<file path="config.mk">
export PLATFORM = sky130hd
export DESIGN_NAME = dmem_port_arbiter
export DESIGN_NICKNAME = d
export VERILOG_FILES = /design/src/rtl/dmem_port_arbiter.sv
export SDC_FILE = /design/constraint.sdc
export NUM_CORES = 1
export LEC_CHECK = 0
export BUFFER_PORTS_ARGS = -buffer_cell sky130_fd_sc_hd__buf_4
export CAP_MARGIN = 25
export CORE_ASPECT_RATIO = 2
export CORE_MARGIN = 2
export CORE_UTILIZATION = 51
export DETAILED_ROUTE_END_ITERATION = 16
export GPL_TIMING_DRIVEN = 0
export PLACE_DENSITY = 0.8
export RECOVER_POWER = 50
export SKIP_CTS_REPAIR_TIMING = 1
export SYNTH_ARGS = -nofsm -noshare
export SYNTH_HDL_FRONTEND = slang
export SYNTH_SLANG_ARGS = --single-unit
export TNS_END_PERCENT = 10
</file>
<file path="constraint.sdc">
create_clock -name clk -period 2.1 [get_ports clk]
set_input_delay 0.21 -clock clk [delete_from_list [all_inputs] [get_ports clk]]
set_output_delay 0.21 -clock clk [all_outputs]
set_load 0.1 [all_outputs]
</file>
<file path="src/rtl/dmem_port_arbiter.sv">
// dmem_port_arbiter: serializes the two memory-stage slots onto one
// single-ported, variable-latency data memory, stalling until both finish.
module dmem_port_arbiter #(
  parameter int DATA_W  = 32,
  parameter int TIMEOUT = 255
) (
  input  logic              clk,
  input  logic              reset,
  input  logic              s1_memread,
  input  logic              s1_memwrite,
  input  logic [DATA_W-1:0] s1_addr,
  input  logic [DATA_W-1:0] s1_wdata,
  input  logic              s2_memread,
  input  logic              s2_memwrite,
  input  logic [DATA_W-1:0] s2_addr,
  input  logic [DATA_W-1:0] s2_wdata,
  output logic              mem_req,
  output logic              mem_we,
  output logic [DATA_W-1:0] mem_addr,
  output logic [DATA_W-1:0] mem_wdata,
  input  logic [DATA_W-1:0] mem_rdata,
  input  logic              mem_ready,
  output logic [DATA_W-1:0] s1_rdata,
  output logic [DATA_W-1:0] s2_rdata,
  output logic              mem_stall,
  output logic              bus_err
);

  localparam int CW = (TIMEOUT < 1) ? 1 : $clog2(TIMEOUT + 1);
  localparam int LAST_I = (TIMEOUT > 0) ? TIMEOUT - 1 : 0;
  localparam logic [CW-1:0] CNT_LAST = CW'(LAST_I);
  localparam bit TO_EN = (TIMEOUT != 0);

  typedef enum logic [1:0] {
    IDLE,
    SERVE1,
    SERVE2,
    RELEASE
  } state_t;

  state_t            state;
  logic [CW-1:0]     cnt;
  logic              c2_v;
  logic              c2_we;
  logic [DATA_W-1:0] c2_addr;
  logic [DATA_W-1:0] c2_wdata;

  logic req1;
  logic req2;
  logic serving;
  logic expired;
  logic done;

  assign req1    = s1_memread | s1_memwrite;
  assign req2    = s2_memread | s2_memwrite;
  assign serving = (state == SERVE1) | (state == SERVE2);

  // The last permitted wait cycle ends the access as abandoned.
  assign expired = TO_EN & ~mem_ready & (cnt == CNT_LAST);
  assign done    = mem_ready | expired;

  // Stall is forced low while reset is held so the pipeline is released.
  always_comb begin
    mem_stall = reset & (serving | ((state == IDLE) & (req1 | req2)));
  end

  // Sequencer: captures both slots, issues slot 1 then slot 2, then releases.
  always_ff @(posedge clk or negedge reset) begin
    if (!reset) begin
      state     <= IDLE;
      cnt       <= '0;
      c2_v      <= 1'b0;
      c2_we     <= 1'b0;
      c2_addr   <= '0;
      c2_wdata  <= '0;
      mem_req   <= 1'b0;
      mem_we    <= 1'b0;
      mem_addr  <= '0;
      mem_wdata <= '0;
      s1_rdata  <= '0;
      s2_rdata  <= '0;
      bus_err   <= 1'b0;
    end else begin
      unique case (state)
        IDLE: begin
          if (req1 | req2) begin
            c2_v     <= req2;
            c2_we    <= s2_memwrite;
            c2_addr  <= s2_addr;
            c2_wdata <= s2_wdata;
            cnt      <= '0;
            mem_req  <= 1'b1;
            if (req1) begin
              mem_we    <= s1_memwrite;
              mem_addr  <= s1_addr;
              mem_wdata <= s1_wdata;
              state     <= SERVE1;
            end else begin
              mem_we    <= s2_memwrite;
              mem_addr  <= s2_addr;
              mem_wdata <= s2_wdata;
              state     <= SERVE2;
            end
          end
        end
        SERVE1, SERVE2: begin
          if (done) begin
            cnt <= '0;
            if (expired) begin
              bus_err <= 1'b1;
            end
            if (!mem_we) begin
              if (state == SERVE1) begin
                s1_rdata <= expired ? '0 : mem_rdata;
              end else begin
                s2_rdata <= expired ? '0 : mem_rdata;
              end
            end
            if ((state == SERVE1) && c2_v) begin
              mem_we    <= c2_we;
              mem_addr  <= c2_addr;
              mem_wdata <= c2_wdata;
              state     <= SERVE2;
            end else begin
              mem_req <= 1'b0;
              state   <= RELEASE;
            end
          end else begin
            cnt <= cnt + CW'(1);
          end
        end
        RELEASE: begin
          state <= IDLE;
        end
        default: begin
          state <= IDLE;
        end
      endcase
    end
  end

endmodule

</file>
==> reports/metrics.csv, run 1 <==
stage;metric;value;unit
grt;total global-route track usage;0.258;
route;violation count after the first detailed-routing iteration;240;
synth;Synth Area in Simple Gates;0.0463;
placed_design;placed instance area;12000;µm²
sta;worst hold-check slack;-0.260;ns
clock_tree;clock latency on the worst-skew pair;0.48;ns
synth;Seq/Total Area, Yosys;0.546;
route;WL per Instance;20.9;µm
clock_tree;Root Buffer;clkbuf_16;
layout;synth-to-layout area growth;41.5;%
synth;Mapped Area;9480;µm²
synth;combinational family with the most area after synthesis;multiplexers;
synth;Synth Flop Type;dfrtp_1;
grt;vias in the first global route;7797;
layout;layout cells sized above 1;0.441;
grt;first-pass GRT wire length;40300;µm
clock_tree;CTS tree;yes;
setup_path;Worst EP arrival;2.48;ns
route;DRC viols;0;
placed_design;Detailed Place HPWL;19400;µm
grt;largest net degree at the start of global routing;113;
sta;Final Worst Setup Slack;-0.0169;ns
synth;Syn Inst Count;734;
setup_path;worst reg2reg endpoint;mem_wdata[17];
die;die span in x;100;µm
setup_path;R2R Path Start;state[0];
sta;Slew HR;0.0405;
synth;Post-Synthesis Net Count;906;
sta;fmax;472;MHz
sta;Final Max Slew Viols;0;
clock_tree;TritonCTS buffer count;19;
die;IO Pins;299;
setup_path;Req. time, crit path;2.47;ns
sta;crit share post-route;1.01;
route;TritonRoute pass-1 iters;5;
die;DIE AREA;19800;µm²
outcome;failing checks;negative hold slack, negative setup slack;
setup_path;critical path fanouts, max;10;
placed_design;number of port buffers;298;
synth;post-synthesis compound-gate area fraction;0.124;
sta;RSZ-0062 raised after global routing;yes;
clock_tree;clock sinks;207;
synth;count of different cell masters after synthesis;34;
setup_path;critical path launch point type;flop;
layout;Final Core Density;0.737;
setup_path;Crit Path Category;reg2reg;
layout;Antenna Cells;0;
synth;Mapped Avg Cell Area;12.9;µm²
synth;mux cell area share after synthesis;0.243;
clock_tree;clock slew at reported path FFs;0.07;ns
route;final WL;28400;µm
synth;number of synthesized flops with an enable pin;0;
synth;Synth Area in XOR/XNOR;0;
clock_tree;H-tree depth;1;
layout;Final Cell Area;13400;µm²
synth;synthesized flop and latch total;207;
sta;Final Hold Fails;95;
die;Starting Density;0.521;
grt;Remaining Overflow, GRT;0;
die;Core Area;18200;µm²
route;routed vias;7828;
setup_path;FF-to-FF path depth;7;
layout;Layout Nets;1309;
die;Die H;197;µm
sta;worst-margin pin slew;1.44;ns
outcome;run status;finished with violations;
die;Placement Rows;70;
sta;Worst Skew;0.0167;ns
synth;Post-Synth Adder-Cell Area;0.00660;
run;Max Cap Viol;0;
synth;asr flop ratio synth;1.00;
clock_tree;clock buffer depth;3;
grt;initial antenna violation count;0;
placed_design;RePlAce Congestion;0.839;
synth;Ys Warns;0;
route;Detail Route Antenna Nets;0;
sta;fin crit period;2.12;ns
sta;setup violators final;1;
route;vias per cell;5.75;
setup_path;Reg2Reg Setup Slack;-0.02;ns
hold_path;worst min path class;in2async;
setup_path;Critical Path Sink Type;flop;
## critical path: stages, from the launching register on
cell	delay [ns]
dfrtp_1	0.38
inv_2	0.05
ha_4	0.27
buf_6	0.12
clkbuf_4	0.20
clkbuf_1	0.40
o21ai_0	0.25
mux2_4	0.33
## logic make-up (layout without fill, tap and decap cells)
logic type | after synthesis | after routing
AOI/OAI and AO/OA | 160 | 160
DFF | 207 | 207
buffers and inverters | 65 | 477
muxes | 195 | 195
and+or+nand+nor | 102 | 102
adders and majority gates | 5 | 5
## sequential cells by signal, indices dropped and copies added, names as in the netlist, 2 cells and up
signal	flops
cnt	8
s2_rdata	32
mem_addr	32
s1_rdata	32
c2_wdata	32
c2_addr	32
mem_wdata	32
state	2
## worst max path at each step
stage                  start             to  slack (ns)  cells past startpoint
global placement       reset      mem_stall       -1.03                      3
global route        state[0]  mem_wdata[28]        -0.1                      7
CTS                 state[1]      mem_stall       -0.52                      8
finish              state[0]  mem_wdata[17]       -0.02                      7
detailed placement  state[0]   mem_addr[21]       -0.40                      7
floorplan           state[0]      mem_stall        0.13                      7
## routing by layer
layer  vias to the layer above  GRT usage  wire length (µm)
li1                       3500          -                 -
met1                      3903      0.270              9630
met2                       339      0.488             15900
met3                        86     0.0518              1620
met4                         0      0.109              1300
met5                         -          0                 0
## area by class of cell
class                   count  area, µm²
flip-flops and latches    207       5180
fillers                  1243       4790
multi-input cells         462       4020
repair buffers            383       2990
clock buffers              23        510
plain buffers              57        330
well taps                 216        270
clock inverters             7       90.1
inverters                   7       30.0
## cell usage after synthesis (all sizes together), types with 3 or more instances
master,number,area share
a21oi,3,0.0016
a22o,4,0.0037
a2bb2oi,3,0.0028
a32o,64,0.068
buf,28,0.020
clkbuf,30,0.012
dfrtp,207,0.55
ha,5,0.0066
inv,7,0.0028
mux2,129,0.17
mux2i,66,0.070
nand2,77,0.030
nand3,8,0.0042
nor2,5,0.0020
nor2b,3,0.0020
nor3,4,0.0026
o21ai,77,0.041
## per-stage QoR
| stage | worst slack, ns | std cells | TNS, ns |
|---|---|---|---|
| final | -0.0169 | 1362 | -0.0169 |
| after global routing | -0.0996 | 1362 | -2.28 |
| after CTS | -0.521 | 1279 | -25.77 |
| after detailed placement | -0.399 | 1249 | -23.71 |
| after global placement | -1.03 | 1248 | -148.75 |
| after floorplan | 0.131 | 734 | 0 |
## layout by cell type (no fill, tap or decap), types with 3 or more instances in the layout
cell,instances
nor2_1,5
dfrtp_1,207
ha_1,4
clkbuf_16,19
mux2_4,50
clkbuf_1,21
a21oi_1,3
clkinv_2,3
nor2b_1,3
o21ai_0,74
dlygate4sd3_1,80
mux2i_1,66
nor3_1,3
nand2_1,77
buf_2,14
buf_6,8
buf_4,261
a32o_1,64
buf_1,3
nand3_1,7
clkinvlp_4,3
inv_1,4
a22o_1,4
a2bb2oi_1,3
clkbuf_2,51
mux2_2,79
Power of run 1 is not shown: default switching activity piles up to over one toggle a cycle in this logic, so the estimate is an artifact.
==> run 2: changes to the inputs <==
--- a/config.mk
+++ b/config.mk
@@ -14,7 +14,6 @@
 export GPL_TIMING_DRIVEN = 0
 export PLACE_DENSITY = 0.8
 export RECOVER_POWER = 50
-export SKIP_CTS_REPAIR_TIMING = 1
 export SYNTH_ARGS = -nofsm -noshare
 export SYNTH_HDL_FRONTEND = slang
 export SYNTH_SLANG_ARGS = --single-unit
==> run 2 against run 1 <==
Effect of this change:
- critical path type is now reg2out
- the run ends with negative hold slack left
- non-clock buffer count rose by 16
- core utilization rose by 1.0 points
- sequential share of layout area fell by 0.53 points
- sequential cell count did not move
- register-to-register slack improved by 0.06 ns
- clock skew fell by 0.0013 ns
- die area did not move
- clock-buffer cell count did not move
- cell count rose by 1.2%
- fmax rose by 1.3%
- hold slack got worse by 0.010 ns
==> reports/metrics.csv, run 2 (synthesized netlist as in run 1, its figures left out) <==
stage;metric;value;unit;change
route;TritonRoute pass-1 iters;5;;unchanged
grt;Remaining Overflow, GRT;0;;unchanged
route;vias per cell;5.76;;+0.14%
die;Die H;197;µm;unchanged
sta;worst-margin pin slew;1.43;ns;-0.0134 ns
outcome;run status;finished with violations;;
clock_tree;clock slew at reported path FFs;0.07;ns;about the same
die;Core Area;18200;µm²;unchanged
layout;fillcell total;1207;;-2.9%
setup_path;critical path fanouts, max;19;;+9
sta;Final Max Slew Viols;0;;unchanged
layout;most frequent cells in the layout;buf_4, dfrtp_1, dlygate4sd3_1;;
clock_tree;clock sinks;207;;unchanged
setup_path;Critical Path Sink;mem_stall;;
placed_design;number of port buffers;298;;unchanged
setup_path;critical path launch point type;flop;;
setup_path;Reg2Reg Setup Slack;0.04;ns;+0.06 ns
setup_path;Critical Path Sink Type;primary output;;
sta;worst hold-check slack;-0.270;ns;-0.0101 ns
sta;fmax;478;MHz;+1.3%
die;die span in x;100;µm;unchanged
setup_path;R2R Path Start;state[0];;
sta;fin crit period;2.09;ns;-0.0271 ns
layout;synth-to-layout area growth;43.5;%;
layout;non-filler cells, final;1379;;+1.2%
die;DIE AREA;19800;µm²;unchanged
placed_design;Detailed Place HPWL;19400;µm;unchanged
layout;layout cells sized above 1;0.438;;-0.00263
clock_tree;TritonCTS buffer count;19;;unchanged
grt;initial antenna violation count;1;;+1
setup_path;worst setup path startpoint;state[1];;
layout;Final Core Density;0.747;;+0.0102
sta;Final Hold Fails;95;;unchanged
setup_path;Req. time, crit path;1.89;ns;-0.58 ns
layout;commonest non-fill, non-tap cell in the layout;buf_4;;
clock_tree;CTS tree;yes;;
clock_tree;clock latency on the worst-skew pair;0.48;ns;about the same
sta;setup violators final;0;;-1
grt;total global-route track usage;0.297;;+0.0385
route;final WL;29200;µm;+2.9%
sta;RSZ-0062 raised after global routing;yes;;
clock_tree;H-tree depth;1;;unchanged
sta;Worst Skew;0.0154;ns;-0.00127 ns
outcome;failing checks;negative hold slack;;
run;Max Cap Viol;0;;unchanged
placed_design;Cells after DPL;1249;;unchanged
setup_path;Worst EP arrival;1.88;ns;-0.60 ns
clock_tree;hold_buf cts;95;;
die;Placement Rows;70;;unchanged
clock_tree;clock buffer depth;3;;unchanged
die;IO Pins;299;;unchanged
route;DRC viols;0;;unchanged
route;routed vias;7937;;+1.4%
placed_design;RePlAce Congestion;0.839;;unchanged
sta;Slew HR;0.0495;;+0.00894
die;Starting Density;0.521;;unchanged
grt;first-pass GRT wire length;46200;µm;+15%
route;Detail Route Antenna Nets;0;;unchanged
grt;largest net degree at the start of global routing;113;;unchanged
setup_path;worst reg2reg endpoint;mem_wdata[24];;
sta;crit share post-route;0.995;;-0.0129
grt;vias in the first global route;8836;;+13%
setup_path;FF-to-FF path depth;9;;+2
hold_path;worst min path class;in2async;;
route;violation count after the first detailed-routing iteration;377;;+57%
route;WL per Instance;21.2;µm;+1.6%
setup_path;Crit Path Category;reg2out;;
layout;Layout Nets;1325;;+1.2%
clock_tree;Root Buffer;clkbuf_16;;
## run 2: routing by layer
| layer | vias to the layer above | part of all wire | track usage |
|---|---|---|---|
| met5 | - | 0 | 0 |
| met4 | 0 | 0.056 | 0.153 |
| met3 | 102 | 0.062 | 0.0539 |
| met2 | 368 | 0.55 | 0.552 |
| met1 | 3939 | 0.33 | 0.309 |
| li1 | 3528 | - | - |
## run 2: area by class of cell
class	instances	area, µm²	share of cell area
multi-input cells	462	4010	0.295
repair buffers	399	3170	0.233
flip-flops and latches	207	5180	0.381
diodes	1	2.50	0.000184
clock buffers	23	510	0.0375
well taps	216	270	0.0199
clock inverters	7	90.1	0.00662
inverters	7	30.0	0.00221
plain buffers	57	344	0.0253
## run 2: metrics by stage
stage | area, µm² | setup WS, ns | TNS [ns] | hold WS, ns
3_3_place_gp | 12000 | -1.03 | -148.75 | 0.452
4_1_cts | 13700 | 0.00298 | 0 | -0.220
6_report | 13600 | 0.0101 | 0 | -0.270
2_1_floorplan | 9490 | 0.131 | 0 | -0.0856
5_1_grt | 13600 | -0.0927 | -1.82 | -0.211
3_5_place_dp | 12000 | -0.399 | -23.71 | 0.293
## run 2: how the worst min path moves through the flow
stage / end / slack, ns / startpoint
CTS: s1_rdata[4] / -0.22 / reset
finish: s1_rdata[4] / -0.27 / reset
global placement: c2_wdata[2] / 0.45 / s2_wdata[2]
global route: s1_rdata[4] / -0.21 / reset
detailed placement: s1_rdata[4] / 0.29 / reset
floorplan: bus_err / -0.09 / reset
## run 2: worst max-delay path, cell delays in order, from the launching register on
cell	delay, ns
dfrtp_1	0.37
inv_2	0.08
ha_1	0.16
buf_6	0.14
nand2b_4	0.09
buf_12	0.18
a21boi_4	0.17
buf_12	0.19
## run 2: repair_timing
item	in CTS	in global routing
endpoints found under the setup margin	100	112
endpoints found under the hold margin	211	95
buffers inserted	5	0
gates resized for setup	20	25
pin swaps	1	0
Power of run 2 is left out for the same reason.
==> run 3: changes to the inputs <==
--- a/config.mk
+++ b/config.mk
@@ -14,6 +14,8 @@
 export GPL_TIMING_DRIVEN = 0
 export PLACE_DENSITY = 0.8
 export RECOVER_POWER = 50
+export REMOVE_ABC_BUFFERS = 1
+export SETUP_SLACK_MARGIN = 0.4
 export SYNTH_ARGS = -nofsm -noshare
 export SYNTH_HDL_FRONTEND = slang
 export SYNTH_SLANG_ARGS = --single-unit
==> run 3 against run 2 <==
Effect of this change:
- clock skew is 0.0081 ns lower
- setup slack better by 0.12 ns
- clock-buffer cell count is 2 higher
- largest cell class unchanged
- the run still ends with negative hold slack left
==> reports/metrics.csv, run 3 (synthesized netlist as in run 1, its figures left out) <==
stage;metric;value;unit;change
setup_path;Reg2Reg Setup Slack;0.13;ns;+0.09 ns
grt;routing usage on met1;0.329;;+0.0193
sta;crit share post-route;0.937;;-0.0580
die;Placement Rows;70;;unchanged
die;IO Pins;299;;unchanged
clock_tree;clock buffer depth;3;;unchanged
route;vias per cell;5.95;;+3.4%
sta;worst hold-check slack;-0.284;ns;-0.0139 ns
route;final WL;31700;µm;+8.4%
route;WL per Instance;23.0;µm;+8.6%
route;routed vias;8191;;+3.2%
grt;initial antenna violation count;1;;unchanged
grt;largest net degree at the start of global routing;88;;-22%
die;Die H;197;µm;unchanged
placed_design;Detailed Place HPWL;17200;µm;-11%
grt;vias in the first global route;8614;;-2.5%
layout;Layout Nets;1321;;-0.30%
clock_tree;clock sinks;207;;unchanged
route;DRC viols;0;;unchanged
sta;setup violators final;0;;unchanged
clock_tree;H-tree depth;1;;unchanged
die;Starting Density;0.521;;unchanged
sta;worst-margin pin slew;1.40;ns;-0.0291 ns
setup_path;Req. time, crit path;2.51;ns;+0.62 ns
die;die span in x;100;µm;unchanged
hold_path;worst min path class;in2async;;
route;violation count after the first detailed-routing iteration;403;;+6.9%
route;TritonRoute pass-1 iters;5;;unchanged
sta;Setup TNS;0;ns;unchanged
sta;Slew HR;0.0689;;+0.0194
die;Core Area;18200;µm²;unchanged
layout;most frequent cells in the layout;buf_4, dfrtp_1, dlygate4sd3_1;;
route;Detail Route Antenna Nets;0;;unchanged
sta;fin crit period;1.97;ns;-0.122 ns
setup_path;Critical Path Sink Type;flop;;
setup_path;critical path launch point type;flop;;
clock_tree;CTS tree;yes;;
grt;grt peak-use layer;met2;;
run;Max Cap Viol;0;;unchanged
clock_tree;clock latency on the worst-skew pair;0.48;ns;about the same
grt;total global-route track usage;0.310;;+0.0135
clock_tree;Root Buffer;clkbuf_16;;
grt;Remaining Overflow, GRT;0;;unchanged
sta;RSZ-0062 raised after global routing;yes;;
grt;GR Util met2;0.553;;+0.00149
layout;layout cells sized above 1;0.459;;+0.0210
sta;Final Max Slew Viols;0;;unchanged
placed_design;RePlAce Congestion;0.813;;-3.0%
placed_design;number of port buffers;298;;unchanged
sta;Final Hold Fails;85;;-11%
setup_path;Worst EP arrival;2.37;ns;+0.49 ns
grt;met3 GRT Util;0.0532;;-0.000709
die;DIE AREA;19800;µm²;unchanged
setup_path;Crit Path Category;reg2reg;;
layout;Final Core Density;0.774;;+0.0273
sta;Worst Skew;0.00736;ns;-0.00808 ns
clock_tree;hold_buf cts;98;;+3.2%
layout;synth-to-layout area growth;48.8;%;
layout;commonest non-fill, non-tap cell in the layout;buf_4;;
sta;fmax;508;MHz;+6.2%
clock_tree;TritonCTS buffer count;19;;unchanged
grt;first-pass GRT wire length;47500;µm;+2.8%
clock_tree;clock slew at reported path FFs;0.07;ns;about the same
outcome;failing checks;negative hold slack;;
outcome;run status;finished with violations;;
setup_path;critical path fanouts, max;16;;-3
-- run 3: metal layers --
metal,part of all wire,vias up
li1,-,3554
met1,0.34,4046
met2,0.53,458
met3,0.060,133
met4,0.070,0
met5,0,-
-- run 3: worst paths after layout --
check	start	to	cells past startpoint
worst min-delay path	reset	s1_rdata[11]	1
min in group clk	mem_rdata[30]	s1_rdata[30]	2
worst max-delay path	state[1]	s1_rdata[10]	5
max in group asynchronous	reset	s1_rdata[22]	2
worst min register to register	s1_rdata[17]	s1_rdata[17]	1
worst max register to register	state[1]	s1_rdata[10]	5
-- run 3: what timing repair did --
| item | in CTS | in global routing |
|---|---|---|
| gates cloned | 11 | 3 |
| pin swaps | 9 | 7 |
| setup endpoints to repair | 175 | 152 |
| gates resized for setup | 35 | 6 |
| hold endpoints to repair | 210 | 85 |
| setup buffers | 28 | 5 |
-- run 3: area by class of cell --
class                   count  area (µm²)
repair buffers            446        3800
clock buffers              25         528
fillers                  1090        4110
well taps                 216         270
flip-flops and latches    207        5180
diodes                      1        2.50
inverters                   7        26.3
multi-input cells         468        4210
clock inverters             6        85.1
-- run 3: stage by stage --
step                      hold slack (ns)  instance area (µm²)  std cells  setup WS, ns
after global placement              0.453                11700       1190         -6.52
after global routing               -0.223                14100       1376         0.100
after floorplan                   -0.0856                 9180        676         -3.87
final                              -0.284                14100       1376         0.132
after detailed placement            0.254                12000       1199         -1.28
after CTS                          -0.253                14200       1367         0.193
-- run 3: critical path, stage by stage, from the launching register on --
cell and delay, ns:
dfrtp_1 0.38, inv_2 0.10, buf_4 0.12, ha_1 0.23, nor2b_2 0.72, a32o_1 0.33
Power of run 3 is left out for the same reason.
